## config.mk

```make
export PLATFORM = sky130hd
export DESIGN_NAME = bus_rr_arbiter
export DESIGN_NICKNAME = d
export VERILOG_FILES = /design/src/rtl/bus_pkg.sv /design/src/rtl/rr_pick.sv /design/src/rtl/bus_rr_arbiter.sv
export SDC_FILE = /design/constraint.sdc
export NUM_CORES = 1
export LEC_CHECK = 0
export CAP_MARGIN = 20
export CORE_MARGIN = 4
export CORE_UTILIZATION = 44
export DETAILED_ROUTE_END_ITERATION = 7
export PLACE_DENSITY = 0.78
export SYNTH_ARGS = -nofsm -noshare
export SYNTH_HDL_FRONTEND = slang
export SYNTH_SLANG_ARGS = --single-unit
```

## constraint.sdc

```tcl
create_clock -name clk -period 2.44 [get_ports clk]
set_clock_uncertainty 0.2 [all_clocks]
set_input_delay 0.488 -clock clk [delete_from_list [all_inputs] [get_ports clk]]
set_output_delay 0.488 -clock clk [all_outputs]
set_load 0.02 [all_outputs]
```

## src/rtl/bus_pkg.sv

```systemverilog
// Shared constants and types for the round-robin system-bus arbiter.
package bus_pkg;

    localparam int BUS_N_MASTER = 4;
    localparam int BUS_IDX_W    = 2;
    localparam int BUS_TIMEOUT  = 1024;
    localparam int BUS_TMR_W    = 11;

    typedef enum logic [1:0] {
        ARB_IDLE    = 2'd0,
        ARB_GRANT   = 2'd1,
        ARB_RELEASE = 2'd2
    } arb_state_e;

    typedef enum logic {
        OP_READ  = 1'b0,
        OP_WRITE = 1'b1
    } bus_op_e;

endpackage

```

## src/rtl/rr_pick.sv

```systemverilog
// Combinational round-robin pick: first requester found scanning last+1, last+2, ... with wrap.
module rr_pick
    import bus_pkg::*;
#(
    parameter int N_MASTER = BUS_N_MASTER,
    parameter int IDX_W    = BUS_IDX_W
) (
    input  logic [N_MASTER-1:0] req,
    input  logic [IDX_W-1:0]    last,
    output logic [IDX_W-1:0]    pick_idx,
    output logic                found
);

    int cand;

    // Scan from the farthest candidate to the nearest so the nearest one wins.
    always_comb begin
        pick_idx = '0;
        found    = 1'b0;
        cand     = 0;
        for (int k = N_MASTER; k >= 1; k--) begin
            cand = (int'(last) + k) % N_MASTER;
            if (req[cand[IDX_W-1:0]]) begin
                found    = 1'b1;
                pick_idx = cand[IDX_W-1:0];
            end
        end
    end

endmodule

```

## src/rtl/bus_rr_arbiter.sv

```systemverilog
// Round-robin arbiter granting the system bus to one of N masters for a whole burst.
// Optional hold-time watchdog is built when BUS_ARB_WATCHDOG_EN is defined.
module bus_rr_arbiter
    import bus_pkg::*;
#(
    parameter int N_MASTER = BUS_N_MASTER,
    parameter int IDX_W    = BUS_IDX_W
`ifdef BUS_ARB_WATCHDOG_EN
    ,
    parameter int TIMEOUT  = BUS_TIMEOUT,
    parameter int TMR_W    = BUS_TMR_W
`endif
) (
    input  logic                clk,
    input  logic                reset,
    input  logic [N_MASTER-1:0] master_rreq,
    input  logic [N_MASTER-1:0] master_wreq,
    input  logic                slave_busy_any,
    output logic [N_MASTER-1:0] master_acc,
    output logic [IDX_W-1:0]    grant_idx,
    output logic                grant_valid,
    output logic                bus_rreq,
    output logic                bus_wreq,
    output logic                master_busy,
    output logic                arb_fault,
    output logic [IDX_W-1:0]    fault_idx,
    output arb_state_e          dbg_state
);

    arb_state_e          state_q, state_d;
    logic [N_MASTER-1:0] req;
    logic [N_MASTER-1:0] acc_q, acc_d;
    logic [IDX_W-1:0]    idx_q, idx_d;
    logic [IDX_W-1:0]    last_q, last_d;
    logic                valid_q, valid_d;
    bus_op_e             op_q, op_d;
    logic                fault_q, fault_d;
    logic [IDX_W-1:0]    fault_idx_q, fault_idx_d;
    logic [IDX_W-1:0]    pick_idx;
    logic                pick_found;
    logic                timeout_hit;

    assign req = master_rreq | master_wreq;

    rr_pick #(
        .N_MASTER (N_MASTER),
        .IDX_W    (IDX_W)
    ) u_pick (
        .req      (req),
        .last     (last_q),
        .pick_idx (pick_idx),
        .found    (pick_found)
    );

`ifdef BUS_ARB_WATCHDOG_EN
    logic [TMR_W-1:0] timer_q, timer_d;

    assign timeout_hit = (timer_q == TMR_W'(TIMEOUT - 1));

    // Counts grant cycles of the current owner; restarted on every new grant.
    always_comb begin
        timer_d = timer_q;
        if (state_q == ARB_IDLE) begin
            timer_d = '0;
        end else if (state_q == ARB_GRANT && !timeout_hit) begin
            timer_d = timer_q + TMR_W'(1);
        end
    end

    always_ff @(posedge clk) begin
        if (!reset) begin
            timer_q <= '0;
        end else begin
            timer_q <= timer_d;
        end
    end
`else
    assign timeout_hit = 1'b0;
`endif

    always_comb begin
        state_d     = state_q;
        acc_d       = acc_q;
        idx_d       = idx_q;
        valid_d     = valid_q;
        last_d      = last_q;
        op_d        = op_q;
        fault_d     = fault_q;
        fault_idx_d = fault_idx_q;
        case (state_q)
            ARB_IDLE: begin
                if (pick_found && !slave_busy_any) begin
                    acc_d   = {{(N_MASTER-1){1'b0}}, 1'b1} << pick_idx;
                    idx_d   = pick_idx;
                    valid_d = 1'b1;
                    last_d  = pick_idx;
                    // Write wins when a master raises both lines together.
                    op_d    = master_wreq[pick_idx] ? OP_WRITE : OP_READ;
                    state_d = ARB_GRANT;
                end
            end
            ARB_GRANT: begin
                if (!req[idx_q] || timeout_hit) begin
                    acc_d   = '0;
                    idx_d   = '0;
                    valid_d = 1'b0;
                    op_d    = OP_READ;
                    state_d = ARB_RELEASE;
                    if (req[idx_q]) begin
                        fault_d     = 1'b1;
                        fault_idx_d = idx_q;
                    end
                end
            end
            ARB_RELEASE: begin
                state_d = ARB_IDLE;
            end
            default: begin
                state_d = ARB_IDLE;
            end
        endcase
    end

    always_ff @(posedge clk) begin
        if (!reset) begin
            state_q     <= ARB_IDLE;
            acc_q       <= '0;
            idx_q       <= '0;
            valid_q     <= 1'b0;
            last_q      <= IDX_W'(N_MASTER - 1);
            op_q        <= OP_READ;
            fault_q     <= 1'b0;
            fault_idx_q <= '0;
        end else begin
            state_q     <= state_d;
            acc_q       <= acc_d;
            idx_q       <= idx_d;
            valid_q     <= valid_d;
            last_q      <= last_d;
            op_q        <= op_d;
            fault_q     <= fault_d;
            fault_idx_q <= fault_idx_d;
        end
    end

    assign master_acc  = acc_q;
    assign grant_idx   = idx_q;
    assign grant_valid = valid_q;
    assign bus_rreq    = valid_q && (op_q == OP_READ);
    assign bus_wreq    = valid_q && (op_q == OP_WRITE);
    assign master_busy = valid_q || (state_q == ARB_RELEASE);
    assign arb_fault   = fault_q;
    assign fault_idx   = fault_idx_q;
    assign dbg_state   = state_q;

endmodule

```

# Word level (Yosys, flattened, before mapping)

Index checks and enable logic that the tools add are counted.

Register bits: 12
Input port bits: 11
Output and inout port bits: 15
Word-level logic and storage cells: 68

$add $sub $neg: 4
Magnitude comparators: 6
Eq/ne operators: 4
Shifts and indexed selects: 1
Mux-type cells: 35
Bitwise logic cells: 2
Reductions and logical operators: 10

Operators by type and width:

| cell                                                        | count |
|---|---|
| less-than comparator 2 x 3 -> 1 bit (second input constant) | 6 |
| two-way mux 2 bit                                           | 8 |
| two-way mux 1 bit                                           | 14 |
| binary-select mux 1 bit (select 2 bit)                      | 6 |
| two-way mux 4 bit                                           | 2 |
| case mux 2 bit (2 select lines)                             | 2 |
| case mux 4 bit (2 select lines)                             | 1 |
| adder 2 x 1 -> 2 bit (second input constant)                | 2 |
| adder 2 bit (second input constant)                         | 2 |
| != test 2 bit (second input constant)                       | 2 |
| bitwise OR 4 bit                                            | 1 |
| case mux 1 bit (2 select lines)                             | 2 |
| AND reduction 2 bit                                         | 2 |
| << shifter 1 x 2 -> 4 bit (first input constant)            | 1 |
| logical AND 1 bit                                           | 3 |
| AND reduction 3 bit                                         | 1 |
| equality test 2 x 1 -> 1 bit (second input constant)        | 1 |
| equality test 2 bit (second input constant)                 | 1 |
| logical NOT 2 bit                                           | 1 |
| nonzero test 2 bit                                          | 1 |
| logical NOT 1 bit                                           | 1 |
| logical OR 1 bit                                            | 1 |
| inverter 1 bit                                              | 1 |

# Logic depth before layout (Yosys ltp)

Gate-level depths: netlist of run 1.

Depth after elaboration: 12
Mapped depth: 5
Mapped depth without buffers: 5

# Hierarchy

Synthesis of run 1 repeated with hierarchy kept, for this count alone.

Cells, all modules: 81
Area total of the unflattened synthesis: 710.7 sq um

Modules (own cells, without submodules):

| module         | instances | cells an instance | area each (sq um) | seq. area each (sq um) |
|---|---|---|---|---|
| bus_rr_arbiter | 1         | 67                | 619.3             | 240.2 |
| rr_pick        | 1         | 14                | 91.3              | 0.0 |

# Worst setup path after synthesis of run 1

OpenSTA, ideal clock, no wires.

Path kind: input-to-reg
Start: input master_rreq[3]
End: register acc_q[0], in the netlist master_acc[0]
Setup time: 0.072 ns
Arrival time: 1.677 ns
Data required time: 2.168 ns
Setup slack: 0.491 ns
Stages on the path: 5
Cell sequence: or2_4 -> o311ai_2 -> o21ai_2 -> or4b_1 -> a21oi_1

Word-level cells in the longest chain between the ends: 10
Elaborated cells on any way between the ends: 26
Classes of those cells: eq/ne (2); shift (1); mux (20); bitwise (1); reduce/logical (2)

Ends and longest elaborated chain:

| what                                                                   | line                                       | text |
|---|---|---|
| start, declared                                                        | bus_rr_arbiter.sv:16                       | `input logic [N_MASTER-1:0] master_rreq,` |
| bitwise OR 4 bit *                                                     | bus_rr_arbiter.sv:43                       | `assign req = master_rreq \| master_wreq;` |
| binary-select mux 1 bit (select 2 bit)                                 | rr_pick.sv:23                              | `if (req[cand[IDX_W-1:0]]) begin` |
| two-way mux 1 bit (not written as such)                                | rr_pick.sv:23                              |  |
| two-way mux 2 bit or two-way mux 1 bit (tied branches) (4 in series)   | rr_pick.sv:23                              |  |
| << shifter 1 x 2 -> 4 bit or logical AND 1 bit (tied branches)         | bus_rr_arbiter.sv:93, bus_rr_arbiter.sv:92 |  |
| two-way mux 4 bit or != test 2 bit (tied branches)                     | -                                          |  |
| case mux 4 bit (2 select lines) or AND reduction 3 bit (tied branches) | -                                          |  |
| end signal, assigned                                                   | bus_rr_arbiter.sv:127                      | `acc_q <= '0;` |
| end signal, assigned                                                   | bus_rr_arbiter.sv:136                      | `acc_q <= acc_d;` |
| end, declared                                                          | bus_rr_arbiter.sv:32                       | `logic [N_MASTER-1:0] acc_q, acc_d;` |

Mark *: on every way between the ends. The rest lies on a longest branch, timed or not. The select of a mux whose other input is x is not followed.
A chain may end at the register's enable or synchronous reset.

# Final worst setup path of run 1

Start: input master_rreq[1]
End: register acc_q[0], in the netlist master_acc[0]

The elaborated chain is that of the path after synthesis.

==> impl_results.md, run 1 <==
* Status: completed
* Mapped Avg Cell Area at 8.17 sq um
* Core area at 1580 sq um
* Period utilisation layout at 0.909
* Crit path launch type: primary input
* Hold endpoint: master_acc[3]$_SDFFE_PN0P_
* First-pass GRT wire length at 3.49 mm
* Hold Path Origin: master_acc[3]$_SDFFE_PN0P_
* Io pins at 26
* Dpl cells at 141
* Core Rows at 14
* Non-Filler Instances at 145
* Vias at 804
* Top-area cell type share of the netlist area at 0.316
* Post-CTS setup buffers at 0
* Clock Latency Late Sink at 270 ps
* Final Hold Vio Count at 0
* Critical path fanouts, max at 4
* Total Routing Usage GR at 0.182
* # clock sinks at 12
* 1st-iter DRT viols at 17
* Ys async rst share at 0
* Clk buf depth at 2
* Reg-to-reg critical path startpoint: last_q[0]$_SDFFE_PN1P_
* # port buffers at 22
* Sum of negative setup slack at 0 ps
* Leading area contributor after synthesis: dfxtp_1
* Die Ht at 49.5 um
* Number of global-route vias before repair at 764
* Number of setup violations in the final report at 0
* Worst R2R Path Depth at 5
* Syn Inst Count at 93
* Max frequency at 0.451 GHz
* Hpwl dp at 1.57 mm
* Crit Path Class: primary input to flip-flop
* Cts repair resizes at 0
* Setup crit start: master_rreq[1]
* TritonCTS buffer count at 3
* Die Width at 49.5 um
* Synth warnings at 0
* Pin count of the biggest net entering global routing at 14
* Die area at 2450 sq um
* P_leak at 0.446 nW
* Largest cells by area after synthesis: dfxtp_1 (32%), a21oi_1 (6.6%), nand2_1 (6.4%)
* Area grow syn2layout at 45.8%
* RePlAce Congestion at 0.796
* Reg-to-Reg End: master_acc[0]$_SDFFE_PN0P_
* Layout cell share with drive strength beyond 1 at 0.209
* Clock slew at reported path FFs at 80 ps
* Worst R2R Setup Slack at 510 ps
* Tightest Hold Check Type: flip-flop to flip-flop
* Max-slew violation total from the final report at 0
* Post-route cell area at 1110 sq um
* Root buffer cell: clkbuf_4
* Number of H-tree levels at 1
* Fillers at 127
* Initial antenna violation count at 0
* Total Routed Length at 2.01 mm
* First-pass detailed-route iteration total at 6
* Hold Path Depth at 2
* Most frequent cells after synthesis: nand2_1 (13), dfxtp_1 (12), a21oi_1 (10)
* Synth Register Bits at 12
* Post-synth EDFFs at 0
* Ant diodes at 0
* Setup crit end kind: flip-flop
* Fin crit period at 2220 ps
* Setup WS pre-CTS at -55.7 ps
* Starting Density at 0.482
* Synth unique cells at 41
* Main synth FF type: dfxtp_1
* Maxcap violations at 0
* GR Overflow Total at 0
* Post-Syn Area at 759 sq um
* RSZ-0062 raised after global routing: no
* Hold buffers post-CTS at 0
* Worst VDD drop at 0.470 mV
* Worst EP required at 2450 ps
* Most frequent cell after synthesis: nand2_1
* DR DRC count at 0
* Fin nets at 141
* PD cells at 544 nW/um^2
* Sequential element share of the synthesized area at 0.316
* Post-DP Area at 1070 sq um
* CTS tree: yes
* Drt wl/cell at 13.8 um
* Final ANT Viol Nets at 0
* Vias per cell at 5.54
* Worst setup margin at 222 ps
* Arr. time, crit path at 2220 ps
==> kinds of logic after synthesis <==
kind of cell           share of synthesized area
multiplexers                              0.0297
AO/OA/AOI/OAI                              0.313
buffers and inverters                     0.0494
other                                    0.00494
AND/OR/NAND/NOR                            0.287
flip-flops                                 0.316
==> routing by layer <==
| layer | wire, um | up-vias | global-route usage |
|---|---|---|---|
| li1 | - | 405 | - |
| met1 | 899 | 374 | 0.218 |
| met2 | 989 | 23 | 0.297 |
| met3 | 106 | 2 | 0.0753 |
| met4 | 12 | 0 | 0.0461 |
| met5 | 0 | - | 0 |
==> layout by cell type, fill, tap and decap left out, types with 3 or more instances in the layout <==
cell and count:
a21oi_1 10, buf_4 12, clkbuf_4 3, clkdlybuf4s50_1 22, conb_1 3, dfxtp_1 12, nand2_1 13, nand3_1 3
nor2_1 8, o21bai_1 3
==> flip-flops by register name, indices dropped and copies added (netlist names) <==
register / count
grant_valid: 1
last_q: 2
op_q: 1
dbg_state: 2
grant_idx: 2
master_acc: 4
==> per-stage QoR <==
step                      hold slack, ps   util  power [mW]
after floorplan                      257      -       0.355
after global placement               243  0.679       0.443
after detailed placement             250  0.679       0.447
after CTS                            260  0.702       0.604
after global routing                 283  0.702       0.640
final                                253  0.702       0.603
==> worst max-delay path, cell delays in order <==
cell and delay (ps):
clkdlybuf4s50_1 470, o21bai_1 310, a21boi_2 250, o21ai_2 80
or4b_1 500, a21oi_1 130
==> report_power, final <==
| part | internal (mW) | switching [mW] |
|---|---|---|
| Sequential | 0.213 | 0.0200 |
| Clock | 0.0907 | 0.0660 |
| Combinational | 0.106 | 0.107 |
| Total | 0.410 | 0.193 |
==> worst max-delay path by stage <==
stage / to / slack [ps] / cells after the start
final: master_acc[0]$_SDFFE_PN0P_ / 220 / 6
after global routing: master_acc[0]$_SDFFE_PN0P_ / 60 / 6
after CTS: master_acc[0]$_SDFFE_PN0P_ / 220 / 6
after detailed placement: master_acc[0]$_SDFFE_PN0P_ / -60 / 6
after global placement: master_acc[0]$_SDFFE_PN0P_ / 2 / 6
after floorplan: master_acc[0]$_SDFFE_PN0P_ / 490 / 5
==> layout make-up <==
cell class / instances / area (sq um) / area share
inverter: 3 / 11.3 / 0.0102
sequential: 12 / 240 / 0.217
multi-input combinational: 76 / 489 / 0.442
timing repair buffer: 34 / 310 / 0.280
clock buffer: 4 / 36.3 / 0.0328
tap: 16 / 20.0 / 0.0181
Power figures use the tool's default switching activity.
==> run 2: changes to the inputs <==
==> constraint.sdc (replaced) <==
create_clock -name clk -period 2.1 [get_ports clk]
set_clock_uncertainty 0.2 [all_clocks]
set_input_delay 0.42 -clock clk [delete_from_list [all_inputs] [get_ports clk]]
set_output_delay 0.42 -clock clk [all_outputs]
set_load 0.02 [all_outputs]
==> run 2 against run 1 <==
  * Clock power up 15%
  * Sequential power grew 16%
  * Combinational power increased by 27%
  * Global-route usage grew 1.5 points
  * Count of clock-buffer cells in the layout unchanged
  * Core utilization grew 6.1 points
==> impl_results.md, run 2 (synthesized netlist as in run 1, its figures left out) <==
* Status: completed (unchanged)
* Initial antenna violation count at 0 (unchanged)
* Max-slew violation total from the final report at 0 (unchanged)
* Max frequency at 0.494 GHz
* Io pins at 26 (unchanged)
* Worst R2R Setup Slack at 180 ps (was 510 ps)
* Power Total at 724 uW (was 603 uW)
* # port buffers at 22 (unchanged)
* Tightest Hold Check Type: flip-flop to flip-flop (unchanged)
* PD cells at 601 nW/um^2 (was 544 nW/um^2)
* CTS tree: yes (unchanged)
* Hold endpoint: master_acc[2]$_SDFFE_PN0P_ (was master_acc[3]$_SDFFE_PN0P_)
* Hold Path Origin: master_acc[2]$_SDFFE_PN0P_ (was master_acc[3]$_SDFFE_PN0P_)
* Worst path cell trace: clkdlybuf4s50_1 -> nor2_4 -> buf_4 -> a31o_1 -> or4b_1 -> a21oi_1 (was clkdlybuf4s50_1 -> o21bai_1 -> a21boi_2 -> o21ai_2 -> or4b_1 -> a21oi_1)
* Maxcap violations at 0 (unchanged)
* Total Routed Length at 2.23 mm (was 2.01 mm)
* Final ANT Viol Nets at 0 (unchanged)
* DRT met1 WL at 890 um (was 899 um)
* Ant diodes at 0 (unchanged)
* Fin nets at 148 (was 141)
* Hold Path Depth at 2 (unchanged)
* Worst setup margin at 75.0 ps (was 222 ps)
* Pin count of the biggest net entering global routing at 14 (unchanged)
* DR DRC count at 0 (unchanged)
* TritonCTS buffer count at 3 (unchanged)
* Routed wire length on met2 at 1.18 mm (was 989 um)
* Die Ht at 49.5 um (unchanged)
* Final Hold Vio Count at 0 (unchanged)
* Area grow syn2layout at 58.5% (was 45.8%)
* Vias per cell at 5.61 (was 5.54)
* CP max-delay cell: clkdlybuf4s50_1 (was or4b_1)
* Clk buf depth at 2 (unchanged)
* Worst R2R Path Depth at 5 (unchanged)
* Top routing layer in use: met3 (was met4)
* # clock sinks at 12 (unchanged)
* Core area at 1580 sq um (unchanged)
* Number of global-route vias before repair at 831 (was 764)
* Crit path launch type: primary input (unchanged)
* 1st-iter DRT viols at 22 (was 17)
* Crit Path Class: primary input to flip-flop (unchanged)
* Most common cell after layout, fill and taps aside: buf_4 (was clkdlybuf4s50_1)
* Period utilisation layout at 0.964
* Post-DP Area at 1120 sq um (was 1070 sq um)
* Final hold slack at 260 ps (was 253 ps)
* Total Routing Usage GR at 0.197 (was 0.182)
* Arr. time, crit path at 2030 ps (was 2220 ps)
* Post-route cell area at 1200 sq um (was 1110 sq um)
* Met3 WL post-DR at 150 um (was 106 um)
* Worst VDD drop at 0.609 mV (was 0.470 mV)
* Core Rows at 14 (unchanged)
* Setup WS pre-CTS at -327 ps (was -55.7 ps)
* Fillers at 116 (was 127)
* Final Util at 0.763 (was 0.702)
* Drt wl/cell at 14.6 um (was 13.8 um)
* Reg-to-Reg End: master_acc[0]$_SDFFE_PN0P_ (unchanged)
* Hpwl dp at 1.74 mm (was 1.57 mm)
* Layout cell share with drive strength beyond 1 at 0.279 (was 0.209)
* First-pass GRT wire length at 3.78 mm (was 3.49 mm)
* Setup crit end kind: flip-flop (unchanged)
* Most frequent cells in the layout: buf_4 (19), nand2_1 (13), clkdlybuf4s50_1 (13) (was clkdlybuf4s50_1 (22), nand2_1 (13), dfxtp_1 (12), buf_4 (12), a21oi_1 (10))
* Number of setup violations in the final report at 0 (unchanged)
* First-pass detailed-route iteration total at 4 (was 6)
* Number of H-tree levels at 1 (unchanged)
* P_leak at 0.545 nW (was 0.446 nW)
* Root buffer cell: clkbuf_4 (unchanged)
* Clock Latency Late Sink at 270 ps (about the same)
* Vias at 852 (was 804)
* Clock slew at reported path FFs at 70 ps (was 80 ps)
* Die Width at 49.5 um (unchanged)
* Starting Density at 0.482 (unchanged)
* CP max stage delay at 520 ps (was 500 ps)
* RePlAce Congestion at 0.836 (was 0.796)
* RSZ-0062 raised after global routing: no (unchanged)
* Die area at 2450 sq um (unchanged)
* Worst EP required at 2100 ps (was 2450 ps)
* GR Overflow Total at 0 (unchanged)
* Critical path fanouts, max at 7 (was 4)
* Fin crit period at 2030 ps
* Reg-to-reg critical path startpoint: last_q[0]$_SDFFE_PN1P_ (unchanged)
* Max FFs per register at 4 (unchanged)
[run 2: cell types whose count changed in the layout (fill, tap and decap cells not counted), moves of 2 or more]
cell             delta
clkdlybuf4s50_1     -9
buf_4               +7
dlymetal6s2s_1      +5
dlygate4sd2_1       +4
o21bai_1            -2
o21bai_2            +2
[run 2: repair_timing]
| action | CTS | global route |
|---|---|---|
| hold endpoints to repair | 0 | 0 |
| gates cloned | 0 | 0 |
| buffers inserted | 1 | 0 |
| setup endpoints to repair | 1 | 8 |
| resized for setup | 8 | 8 |
| pin swaps | 2 | 1 |
| hold buffers | 0 | 0 |
[run 2: power by group]
group | leakage (nW) | internal (mW) | total [mW] | switching, mW
clock network | 0.0210 | 0.105 | 0.181 | 0.0760
logic | 0.425 | 0.137 | 0.271 | 0.134
registers | 0.0986 | 0.248 | 0.271 | 0.0236
total | 0.545 | 0.490 | 0.724 | 0.234
[run 2: area by class of cell]
cell class	count	area [sq um]	share of cell area
clock buffers	4	36.3	0.0301
inverters	3	11.3	0.00936
multi-input cells	76	526	0.437
flip-flops and latches	12	240	0.200
well taps	16	20.0	0.0166
repair buffers	41	370	0.308
[run 2: worst max-delay path by stage]
stage | startpoint | end | slack (ps) | depth (start not counted)
detailed placement | master_wreq[3] | master_acc[0]$_SDFFE_PN0P_ | -330 | 6
CTS | master_wreq[0] | master_acc[0]$_SDFFE_PN0P_ | 20 | 6
global route | master_rreq[2] | master_acc[0]$_SDFFE_PN0P_ | 2 | 6
finish | master_rreq[2] | master_acc[0]$_SDFFE_PN0P_ | 70 | 6
global placement | master_rreq[1] | master_acc[0]$_SDFFE_PN0P_ | -290 | 6
floorplan | master_rreq[3] | master_acc[0]$_SDFFE_PN0P_ | 220 | 5
[run 2: layer usage]
metal,GRT usage,up-vias
met3,0.0663,0
met4,0.0276,0
met1,0.245,400
li1,-,420
met2,0.335,32
met5,0,-
[run 2: worst max-delay path, delay by kind of cell]
family,cells,cell delay (ps)
AOI/OAI and AO/OA,2,380
buffers and inverters,2,670
and+or+nand+nor,2,560
[run 2: stage by stage]
step,std cells,TNS (ps)
2_1_floorplan,95,0
5_1_grt,152,0
4_1_cts,152,0
3_3_place_gp,147,-1770
6_report,152,0
3_5_place_dp,147,-2130
